==> src/rtl/fir_tap_accumulator.sv <==
// Serial tap accumulator: sums TAPS signed products, rounds and scales by 2^-FRAC to 16 bits.
// Optional output saturation with a sticky overflow flag when SAT_EN is defined.
module fir_tap_accumulator #(
   parameter int TAPS  = 32,
   parameter int ACC_W = 40,
   parameter int FRAC  = 15
) (
   input  logic        clk,
   input  logic        rst,
   input  logic        start,
   input  logic        valid_in,
   input  logic [31:0] mul_in,
   output logic [15:0] data_out,
   output logic        valid_out,
   output logic        busy,
   output logic        ovf
);

   localparam int CNT_W = (TAPS > 1) ? $clog2(TAPS) : 1;
   localparam int R_W   = ACC_W + 1 - FRAC;
   localparam logic [CNT_W-1:0] LAST_CNT = CNT_W'(TAPS - 1);
   localparam logic [ACC_W:0]   HALF     = (ACC_W + 1)'(1) << (FRAC - 1);

   logic [ACC_W-1:0] acc_q, acc_d;
   logic [CNT_W-1:0] cnt_q, cnt_d;
   logic [15:0]      data_q, data_d;
   logic             valid_q, valid_d;

   logic [CNT_W-1:0] eff_cnt;
   logic [ACC_W-1:0] sum;
   logic [ACC_W:0]   rnd;
   logic [R_W-1:0]   r;
   logic [15:0]      fmt;
   logic             clip;

   // Rounding adds one guard bit so the half-LSB bias can never wrap the sum.
   always_comb begin
      eff_cnt = start ? '0 : cnt_q;
      sum     = (start ? '0 : acc_q) + {{(ACC_W-32){mul_in[31]}}, mul_in};
      rnd     = {sum[ACC_W-1], sum} + HALF;
      r       = rnd[ACC_W:FRAC];
   end

`ifdef SAT_EN
   logic ovf_q, ovf_d;

   // Any disagreement among the bits above bit 15 means r is outside int16.
   always_comb begin
      clip = ~((&r[R_W-1:15]) | ~(|r[R_W-1:15]));
      if (clip) fmt = r[R_W-1] ? 16'h8000 : 16'h7FFF;
      else      fmt = r[15:0];
   end

   always_ff @(posedge clk) begin
      if (rst) ovf_q <= 1'b0;
      else     ovf_q <= ovf_d;
   end

   always_comb begin
      ovf_d = ovf_q;
      if (valid_in && (eff_cnt == LAST_CNT) && clip) ovf_d = 1'b1;
   end

   assign ovf = ovf_q;
`else
   always_comb begin
      clip = 1'b0;
      fmt  = r[15:0];
   end

   assign ovf = 1'b0;
`endif

   always_comb begin
      acc_d   = acc_q;
      cnt_d   = cnt_q;
      data_d  = data_q;
      valid_d = 1'b0;
      if (valid_in) begin
         if (eff_cnt == LAST_CNT) begin
            acc_d   = '0;
            cnt_d   = '0;
            data_d  = fmt;
            valid_d = 1'b1;
         end else begin
            acc_d = sum;
            cnt_d = eff_cnt + CNT_W'(1);
         end
      end else if (start) begin
         acc_d = '0;
         cnt_d = '0;
      end
   end

   always_ff @(posedge clk) begin
      if (rst) begin
         acc_q   <= '0;
         cnt_q   <= '0;
         data_q  <= '0;
         valid_q <= 1'b0;
      end else begin
         acc_q   <= acc_d;
         cnt_q   <= cnt_d;
         data_q  <= data_d;
         valid_q <= valid_d;
      end
   end

   assign data_out  = data_q;
   assign valid_out = valid_q;
   assign busy      = (cnt_q != '0);

endmodule
==> config.mk <==
export PLATFORM = sky130hd
export DESIGN_NAME = fir_tap_accumulator
export DESIGN_NICKNAME = d
export VERILOG_FILES = /design/src/rtl/fir_tap_accumulator.sv
export SDC_FILE = /design/constraint.sdc
export NUM_CORES = 1
export LEC_CHECK = 0
export CORE_MARGIN = 1.5
export CORE_UTILIZATION = 60
export CTS_CLUSTER_SIZE = 40
export DETAILED_ROUTE_END_ITERATION = 7
export PLACE_DENSITY = 0.86
export SYNTH_ARGS = -nofsm -noshare
export SYNTH_HDL_FRONTEND = slang
export SYNTH_SLANG_ARGS = --single-unit
==> constraint.sdc <==
create_clock -name clk -period 9.3 [get_ports clk]
set_clock_uncertainty 0.05 [all_clocks]
set_input_delay 0.93 -clock clk [delete_from_list [all_inputs] [get_ports clk]]
set_output_delay 0.93 -clock clk [all_outputs]
set_load 0.02 [all_outputs]
==> metrics.txt, run 1 <==
first-pass GRT wire length around 17 mm; number of DRC markers in iteration 0 approximately 250; most numerous cell on the critical path ha_1; CP peak stage delay about 560 ps; setup bufs post-CTS 0; antenna cell count 0; Logic pwr share 28.0%; WS Path Type in2reg; initial antenna violation count 0; share of layout cells above drive strength 1 5.92%; CP Capture Type flip-flop; Die X-Extent 85.2 um; Sum Neg Setup Slack 0 ps; die height between 80 and 90 um; number of synthesized flops with an enable pin 0; RSZ-0062 raised after global routing false; wire per inst about 16 um; Cell variety after synth between 60 and 70; most common cell after layout, fill and taps aside nor2_1; cell internal pwr roughly 0.42 mW; first-pass iteration count of the detailed router 7; Multi-input gate area 0.00287 mm2; Period Utilization, post-route between 50% and 60%; crit start category input pin; Sw Share a little under a third; failing checks DRC; clock buffer depth 2; # resized after CTS 0; worst path required time approximately 9400 ps; Initial Utilization 62.8%; Root Driver clkbuf_8; Row Count 29; highest-count cells in the layout ignoring fill and taps 72 x nor2_1, 53 x dfxtp_1, 52 x clkdlybuf4s50_1; io pins 55; Inst Count DP 626; PwrDens 125 mW/mm2; vias in the first global route 3800; Sw Pwr between 0.15 and 0.2 mW; synthesized flop and latch total 53; core area ~0.0065 mm2; max-slew violation count 0; filler cell count a little under 500; Area after DPL ~0.0046 mm2; Seq. cell area roughly 0.0011 mm2; worst vdd ir 77.1 uV; CP max-delay cell or4b_4; sequential fraction of the synthesis area a little over a quarter; syn_nets a little under 600; GRT Resource Usage Total between 20% and 30%; crit path DAT approximately 5500 ps; via count around 4000; slew margin rel. a little over a third; Flop pwr share between 40% and 50%; max cap viols 0; Total Routed Length roughly 10 mm; Clock power frac 32.0%; Final setup viols 0; fin crit period ~5300 ps; Hold WC Path Type reg2reg; number of routed nets with antenna violations 0; clk_lat worst skew between 300 and 400 ps; Total Nets Final between 600 and 700; area grow syn2layout 17.2%; CTS tree built; port bufs between 50 and 60; dominant synthesized flop cell dfxtp_1; Lkg Pwr 1.96 nW; post-DP HPWL about 7.5 mm; status complete, but fails checks; routed vias/inst ~6.3; pin count of the biggest net entering global routing 38; H-tree Lvls 2; post-route cell area between 0.004 and 0.005 mm2; global route overflow 0; Num CTS Buffers 5; # DRC 4; die area 0.00726 mm2; endpoints failing hold 0; routability congestion estimate from global placement between 0.9 and 1; Fmax 0.187 GHz; asr flop ratio synth 0%; Clock transition at path regs 90 ps; syn avg cell area about 8 um2; non-filler cells, final roughly 630; Netlist Area Pre-Place roughly 0.004 mm2; Yosys warning total 0; critical path, cell by cell clkdlybuf4s50_1 -> buf_4 -> nor2b_1 -> ha_1 -> fa_1 -> a21oi_1 -> nand4b_1 -> a21oi_2 -> o211a_1 -> o21ai_0 -> and2_1 -> ha_1 -> inv_1 -> nor4_4 -> or4b_4 -> o311ai_0 -> o211ai_1; Crit Path Max Fanout 36; Tightest Pin Transition about 940 ps; CTS sink cnt 53; Syn Inst Count 515; CTS Hold Bufs 0
kinds of logic (layout without fill, tap and decap cells):
kind of cell               count (synthesis)  count (layout)  share of synthesized area (%)
and+or+nand+nor                          212             212                           26.5
xor gates and xnor gates                  33              33                           7.31
DFF                                       53              53                           26.2
AOI/OAI and AO/OA                        146             146                           25.1
muxes                                      4               4                           1.05
buffers and inverters                     32              74                           3.15
other                                      1               1                         0.0924
adders and majority gates                 34              34                           10.7
critical path: cells and delay by family:
family	cells	cell delay (ps)
compound gates	6	1270
buf+inv	3	910
fa+ha+maj	3	800
simple gates	5	1550
final cells by class:
| type | instances | share of cell area (%) |
|---|---|---|
| Inverter | 9 | 0.711 |
| Timing Repair Buffer | 57 | 11.7 |
| Sequential cell | 53 | 22.3 |
| Tap cell | 77 | 2.03 |
| Multi-Input combinational cell | 430 | 60.3 |
| Clock inverter | 3 | 1.45 |
| Clock buffer | 5 | 1.45 |
power groups by stage:
stage	registers (mW)	logic, mW	clock network (mW)
after global placement	0.244	0.158	0
after global routing	0.240	0.183	0.203
after detailed placement	0.244	0.163	0
after CTS	0.239	0.164	0.195
final	0.239	0.167	0.191
after floorplan	0.243	0.120	0
per-stage QoR:
step	utilization [%]	power [mW]	setup WS (ps)	hold WS (ps)
detailed placement	71.5	0.407	3700	410
floorplan	-	0.364	4770	500
finish	73.6	0.596	3960	431
CTS	73.6	0.598	4030	434
global route	73.6	0.626	3710	454
global placement	71.5	0.402	3830	404
synthesized netlist by cell type (5+ instances only):
cell type	number	share of area (%)
xnor2_1	21	4.5
nand2b_1	8	1.2
nor2_1	72	6.7
nand4_1	6	0.93
nor2b_1	36	5.6
a22oi_1	25	4.6
inv_1	8	0.74
o211ai_1	8	1.5
ha_1	33	10
and2_1	5	0.77
a21oi_1	36	4.4
nor3_1	9	1.1
xor2_1	11	2.4
o21ai_0	23	2.8
nand2_1	41	3.8
nand3_1	7	0.86
a21o_1	7	1.3
or3_1	7	1.1
a22o_1	12	2.6
clkbuf_1	18	1.7
dfxtp_1	53	26
sequential cells by signal, summed over array words and instances, names as in the netlist:
name and count:
cnt_q 5, data_out 16, valid_out 1, acc_q 31
path summary, 6_finish.rpt:
path                                   start            to  slack, ps  depth (start not counted)
worst max register to register      acc_q[0]  data_out[15]       5080                         15
worst min register to register  data_out[12]  data_out[12]        430                          1
worst min-delay path            data_out[12]  data_out[12]        430                          1
worst max-delay path                   start  data_out[15]       3960                         17
per-layer routing:
metal	vias to the layer above	part of all wire (%)	track usage, %
li1	1940	-	-
met1	1874	43	35.3
met2	171	48	49.6
met3	23	6.1	4.57
met4	0	2.3	10.4
met5	-	0	0
No activity file was read; power rests on OpenSTA's default activity.
==> run 2, diff against run 1 <==
--- a/config.mk
+++ b/config.mk
@@ -6,10 +6,10 @@
 export NUM_CORES = 1
 export LEC_CHECK = 0
 export CORE_MARGIN = 1.5
-export CORE_UTILIZATION = 60
+export CORE_UTILIZATION = 51
 export CTS_CLUSTER_SIZE = 40
 export DETAILED_ROUTE_END_ITERATION = 7
-export PLACE_DENSITY = 0.86
+export PLACE_DENSITY = 0.78
 export SYNTH_ARGS = -nofsm -noshare
 export SYNTH_HDL_FRONTEND = slang
 export SYNTH_SLANG_ARGS = --single-unit
==> constraint.sdc (replaced) <==
create_clock -name clk -period 4.6 [get_ports clk]
set_clock_uncertainty 0.05 [all_clocks]
set_input_delay 0.46 -clock clk [delete_from_list [all_inputs] [get_ports clk]]
set_output_delay 0.46 -clock clk [all_outputs]
set_load 0.02 [all_outputs]
==> metrics.txt, run 2 (synthesized netlist as in run 1, its figures left out) <==
status completed; routability congestion estimate from global placement 0.940 (+3.5%); via count 3931 (-1.9%); Area after DPL 0.00482 mm2 (+4.4%); Clock transition at path regs 100 ps (about the same); critical path, cell by cell clkdlybuf4s50_1 -> buf_6 -> nor2b_1 -> ha_1 -> a21oi_1 -> nand4b_1 -> a21oi_2 -> o211ai_1 -> a2111oi_2 -> nor4_1 -> nand4bb_1 -> or4b_4 -> or3_1 -> o211ai_1; Biggest register acc_q; max-slew violation count 0 (unchanged); die area 0.00850 mm2 (+17%); GRT Resource Usage Total 24.9% (-3.6 points); Num CTS Buffers 5 (unchanged); pin count of the biggest net entering global routing 38 (unchanged); CTS Hold Bufs 0 (unchanged); vias in the first global route 3800 (unchanged); CP peak stage delay 610 ps (+50 ps); highest-count cells in the layout ignoring fill and taps 72 x nor2_1, 53 x dfxtp_1, 52 x clkdlybuf4s50_1; number of DRC markers in iteration 0 158 (-37%); Fmax about 0.23 GHz; Sw Pwr 0.365 mW (+100%); CP Capture Type flip-flop; post-route cell area 0.00491 mm2 (+3.3%); Hold WC Path Type reg2reg; PwrDens 227 mW/mm2 (+81%); wire per inst 14.9 um (-6.6%); max reg flops 31 (unchanged); Root Driver clkbuf_8; Final setup viols 0 (unchanged); Met1 Routed Length 4.78 mm (+8.9%); Highest Signal Layer met4; share of layout cells above drive strength 1 9.48% (+3.6 points); core area 0.00773 mm2 (+20%); Total Nets Final 649 (+3.7%); RSZ-0062 raised after global routing false; global route overflow 0 (unchanged); cell internal pwr 0.750 mW (+81%); # DRC 0 (-4); hold_ws 421 ps (-9.18 ps); port bufs 52 (unchanged); CP max-delay cell or4b_4; utilization after layout 63.6% (-10 points); first-pass GRT wire length 17.3 mm (+3.2%); Tot Pwr 1.11 mW (+87%); number of routed nets with antenna violations 0 (unchanged); worst path required time 4790 ps (-4650 ps); Crit Path Max Fanout 18 (-50%); fin crit period between 4000 and 5000 ps; # resized after CTS 0 (unchanged); initial antenna violation count 0 (unchanged); post-layout worst setup margin 329 ps (-3640 ps); most numerous cell on the critical path o211ai_1; Tightest Pin Transition 675 ps (-261 ps); Initial Utilization 52.5% (-10 points); CTS sink cnt 53 (unchanged); endpoints failing hold 0 (unchanged); die height 92.2 um (+8.2%); filler cell count 694 (+40%); routed vias/inst 5.76 (-8.8%); slew margin rel. 54.9% (+18 points); Sw Share 32.7% (+2.4 points); crit path DAT 4460 ps (-1010 ps); clk_lat worst skew 310 ps (about the same); antenna cell count 0 (unchanged); post-DP HPWL 7.67 mm (+2.7%); Lkg Pwr 2.04 nW (+4.1%); setup bufs post-CTS 0 (unchanged); Clock power frac 24.1% (-7.9 points); crit start category input pin; area grow syn2layout 21.1%; most common cell after layout, fill and taps aside nor2_1; clock buffer depth 2 (unchanged); Logic pwr share 32.6% (+4.6 points); met2 WL 4.79 mm (-1.9%); WL met3 477 um (-23%); max cap viols 0 (unchanged); CTS tree built; worst vdd ir 120 uV (+56%); Period Utilization, post-route a little over 90%; CP bufs+invs 2 (-1); Flop pwr share 43.3% (+3.3 points); H-tree Lvls 2 (unchanged); Die X-Extent 92.2 um (+8.2%); Total Routed Length 10.2 mm (+0.50%); Crit path max-delay family simple AND/OR/NAND/NOR gates; WS Path Type in2reg; first-pass iteration count of the detailed router 5 (-2); DP Worst Slack -48.4 ps (-3750 ps); non-filler cells, final 682 (+7.6%); Inst Count DP 674 (+7.7%); Sum Neg Setup Slack 0 ps (unchanged); io pins 55 (unchanged); Row Count 32 (+10%)
==> run 2: cell types whose count changed in the layout (fill, tap and decap cells not counted), sizes merged <==
cell | before | now
clkinvlp | 0 | 2
buf | 5 | 28
bufinv | 2 | 0
clkbuf | 5 | 6
inv | 10 | 9
==> run 2: cell type report <==
cell class	instances	area, um2	share of cell area, %
clock buffer	6	72.6	1.48
sequential	53	1060	21.6
clock inverter	2	15.0	0.306
timing repair buffer	80	734	15.0
inverter	9	33.8	0.688
multi-input combinational	430	2870	58.4
tap	102	128	2.60
==> run 2: routing by layer <==
layer,GRT usage [%],vias up
met5,0,-
met4,7.18,0
met3,2.90,12
met2,43.5,101
met1,32.0,1844
li1,-,1974
==> run 2: power by group through the flow <==
stage,Clock (mW),Sequential [mW],Combinational (mW)
floorplan,0,0.492,0.243
global placement,0,0.493,0.348
detailed placement,0,0.493,0.356
CTS,0.282,0.482,0.359
global route,0.295,0.484,0.401
finish,0.269,0.482,0.363
==> run 2: worst reg2reg max path: stages, from the launching register on <==
cell and delay, ps:
dfxtp_1 310, nor2b_1 140, ha_1 210, fa_1 400
a21oi_1 190, nand4b_1 220, a21oi_2 110, o211a_1 290
o21ai_1 170, and2_1 190, ha_1 160, inv_1 80
nor4_4 290, or4b_4 540, or3_1 320, o211ai_1 170
==> run 2: path summary, 6_finish.rpt <==
kind	from	to	depth (start not counted)	slack, ps
hold reg to reg	data_out[12]	data_out[12]	1	420
hold / removal	data_out[12]	data_out[12]	1	420
setup / recovery	start	data_out[15]	14	330
setup reg to reg	acc_q[0]	data_out[15]	15	700
==> RTL edit: new RTL, config.mk and constraints of run 2 <==
Add a define of `SAT_EN`.
--- a/src/rtl/fir_tap_accumulator.sv
+++ b/src/rtl/fir_tap_accumulator.sv
@@ -1,5 +1,7 @@
 // Serial tap accumulator: sums TAPS signed products, rounds and scales by 2^-FRAC to 16 bits.
 // Optional output saturation with a sticky overflow flag when SAT_EN is defined.
+`define SAT_EN
+
 module fir_tap_accumulator #(
    parameter int TAPS  = 32,
    parameter int ACC_W = 40,
Formal check against the unedited RTL: same outputs for any inputs over 10 cycles, from zero or initial values and one cycle with rst high; that may be too few to reach the edited logic, so the function may still have changed.
==> RTL edit against run 2 <==
- sequential cell count rose by 10
- maximum frequency fell by 7.2%
- design area increased by 85%
- the run now ends with negative setup slack left
- highest routed layer unchanged
- wire length rose by 120%
- clock power grew to 2.8 times the old value
- total power increased by 95%
- synthesized area rose by 53%
- non-clock buffer count up 203
- setup slack worse by 330 ps
==> RTL edit: results (changes against run 2) <==
* Synth cell count leaders: nor2_1 (93), nand2_1 (87), dfxtp_1 (63), a21oi_1 (53), nor2b_1 (46) (was nor2_1 (72), dfxtp_1 (53), nand2_1 (41), a21oi_1 (36), nor2b_1 (36))
* Final wirelength at 22,700 µm (was 10,200 µm)
* Via Count at 7,415 (was 3,931)
* CP max stage cell: clkdlybuf4s50_1 (was or4b_4)
* Outcome: complete, but fails checks (was finished clean)
* Largest net degree at the start of global routing at 50 (was 38)
* CP Launch Point: mul_in[18] (was start)
* Initial DRC count at 891 (was 158)
* Skew-Pair Late Insertion Delay at 350 ps (was 310 ps)
* Fin nets at 1,116 (was 649)
* Violated checks: negative setup slack
* Top post-synthesis cells by area: dfxtp_1 (20%), ha_1 (8.4%), nor2_1 (5.6%) (was dfxtp_1 (26%), ha_1 (10%), nor2_1 (6.7%))
* Number of CTS-inserted buffers at 9 (was 5)
* Root Driver: clkbuf_16 (was clkbuf_8)
* P_leak at 3.85 nW (was 2.04 nW)
* Gpl congestion at 0.982 (was 0.940)
* Final instance area at 9100 µm² (was 4910 µm²)
* Drt pass-1 iters at 6 (was 5)
* Hold Crit Start: data_out[15] (was data_out[12])
* Design internal power at 1.42 mW (was 0.750 mW)
* First-pass GRT wire length at 33,200 µm (was 17,300 µm)
* # fillers at 788 (was 694)
* Gr usage total at 32.3% (was 24.9%)
* Post-Syn Nets at 873 (was 585)
* Post-Place Worst Slack at -922 ps (was -48.4 ps)
* # setup viols final at 1 (was 0)
* Diodes inserted at 0 (unchanged)
* Depth of the CTS H-tree at 3 (was 2)
* WP data arrival at 4790 ps (was 4460 ps)
* Vias in the first global route at 6,903 (was 3,800)
* Final worst slack at -2.51 ps (was 329 ps)
* Clock Pin Slew Worst Setup and Hold Paths at 60 ps (was 100 ps)
* Max stage delay on crit path at 450 ps (was 610 ps)
* Critical path fanouts, max at 16 (was 18)
* Maximum VDD drop at 0.162 mV (was 0.120 mV)
* Detailed Place HPWL at 15,200 µm (was 7670 µm)
* Post-DP Area at 8340 µm² (was 4820 µm²)
* Layout cells sized above 1 at 35.3% (was 9.48%)
* Port Buffers at 54 (was 52)
* Max transition margin at 29.0% (was 54.9%)
* Worst Hold Class: flop to flop (unchanged)
* Sequential share of the synthesized area at 20.3% (was 26.2%)
* Synth cell types at 87 (was 67)
* FF-to-FF Start: acc_q[16] (was acc_q[0])
* Max FFs per register at 40 (was 31)
==> RTL edit: cell families (layout without fill, tap and decap cells) <==
logic type	count (synthesis)	after routing	share of synthesized area, %
compound gates	215	216	26.3
mux	12	12	2.01
buf+inv	64	311	5.25
fa+ha+maj	43	43	8.77
simple gates	343	343	28.7
flops	63	63	20.3
xor+xnor	54	54	8.63
==> RTL edit: final timing paths <==
check | slack, ps | end | cells past startpoint
max | -3 | ovf | 19
min | 420 | data_out[15] | 2
max reg2reg | 90 | ovf | 19
min reg2reg | 420 | data_out[15] | 2
==> RTL edit: final cells by class <==
class,instances,share of cell area [%]
multi-input cells,668,54.8
inverters,12,0.495
well taps,147,2.02
repair buffers,283,25.4
clock inverters,6,0.756
clock buffers,10,2.63
flip-flops and latches,63,13.9
==> RTL edit: stage by stage <==
stage	TNS [ps]	std cells	hold slack, ps
after floorplan	0	794	483
after global placement	-12130	1162	402
after detailed placement	-14580	1162	403
after CTS	0	1183	411
after global routing	-1650	1189	447
final	-2.51	1189	417
==> RTL edit: layer usage <==
layer / part of all wire [%] / GRT usage [%]
met4: 5.1 / 12.6
met3: 7.6 / 4.52
met2: 47 / 55.0
met1: 40 / 41.5
met5: 0 / 0
==> RTL edit: what timing repair did <==
action                     4_1_cts  5_1_grt
setup endpoints to repair       17       17
cloned                           1        0
hold buffers                     0        0
pin swaps                        6       24
setup buffers                    4        7
resized for setup               23       55
==> RTL edit: power by group through the flow <==
stage	registers (mW)	logic, mW	clock network, mW
after floorplan	0.586	0.421	0
after global placement	0.588	0.741	0
final	0.577	0.862	0.740
after global routing	0.579	0.912	0.765
after CTS	0.577	0.785	0.736
after detailed placement	0.588	0.760	0
==> RTL edit: tightest hold or removal path: stages, from the launching register on <==
cell	delay, ps
dfxtp_1	310
nand2_1	50
a21oi_1	50
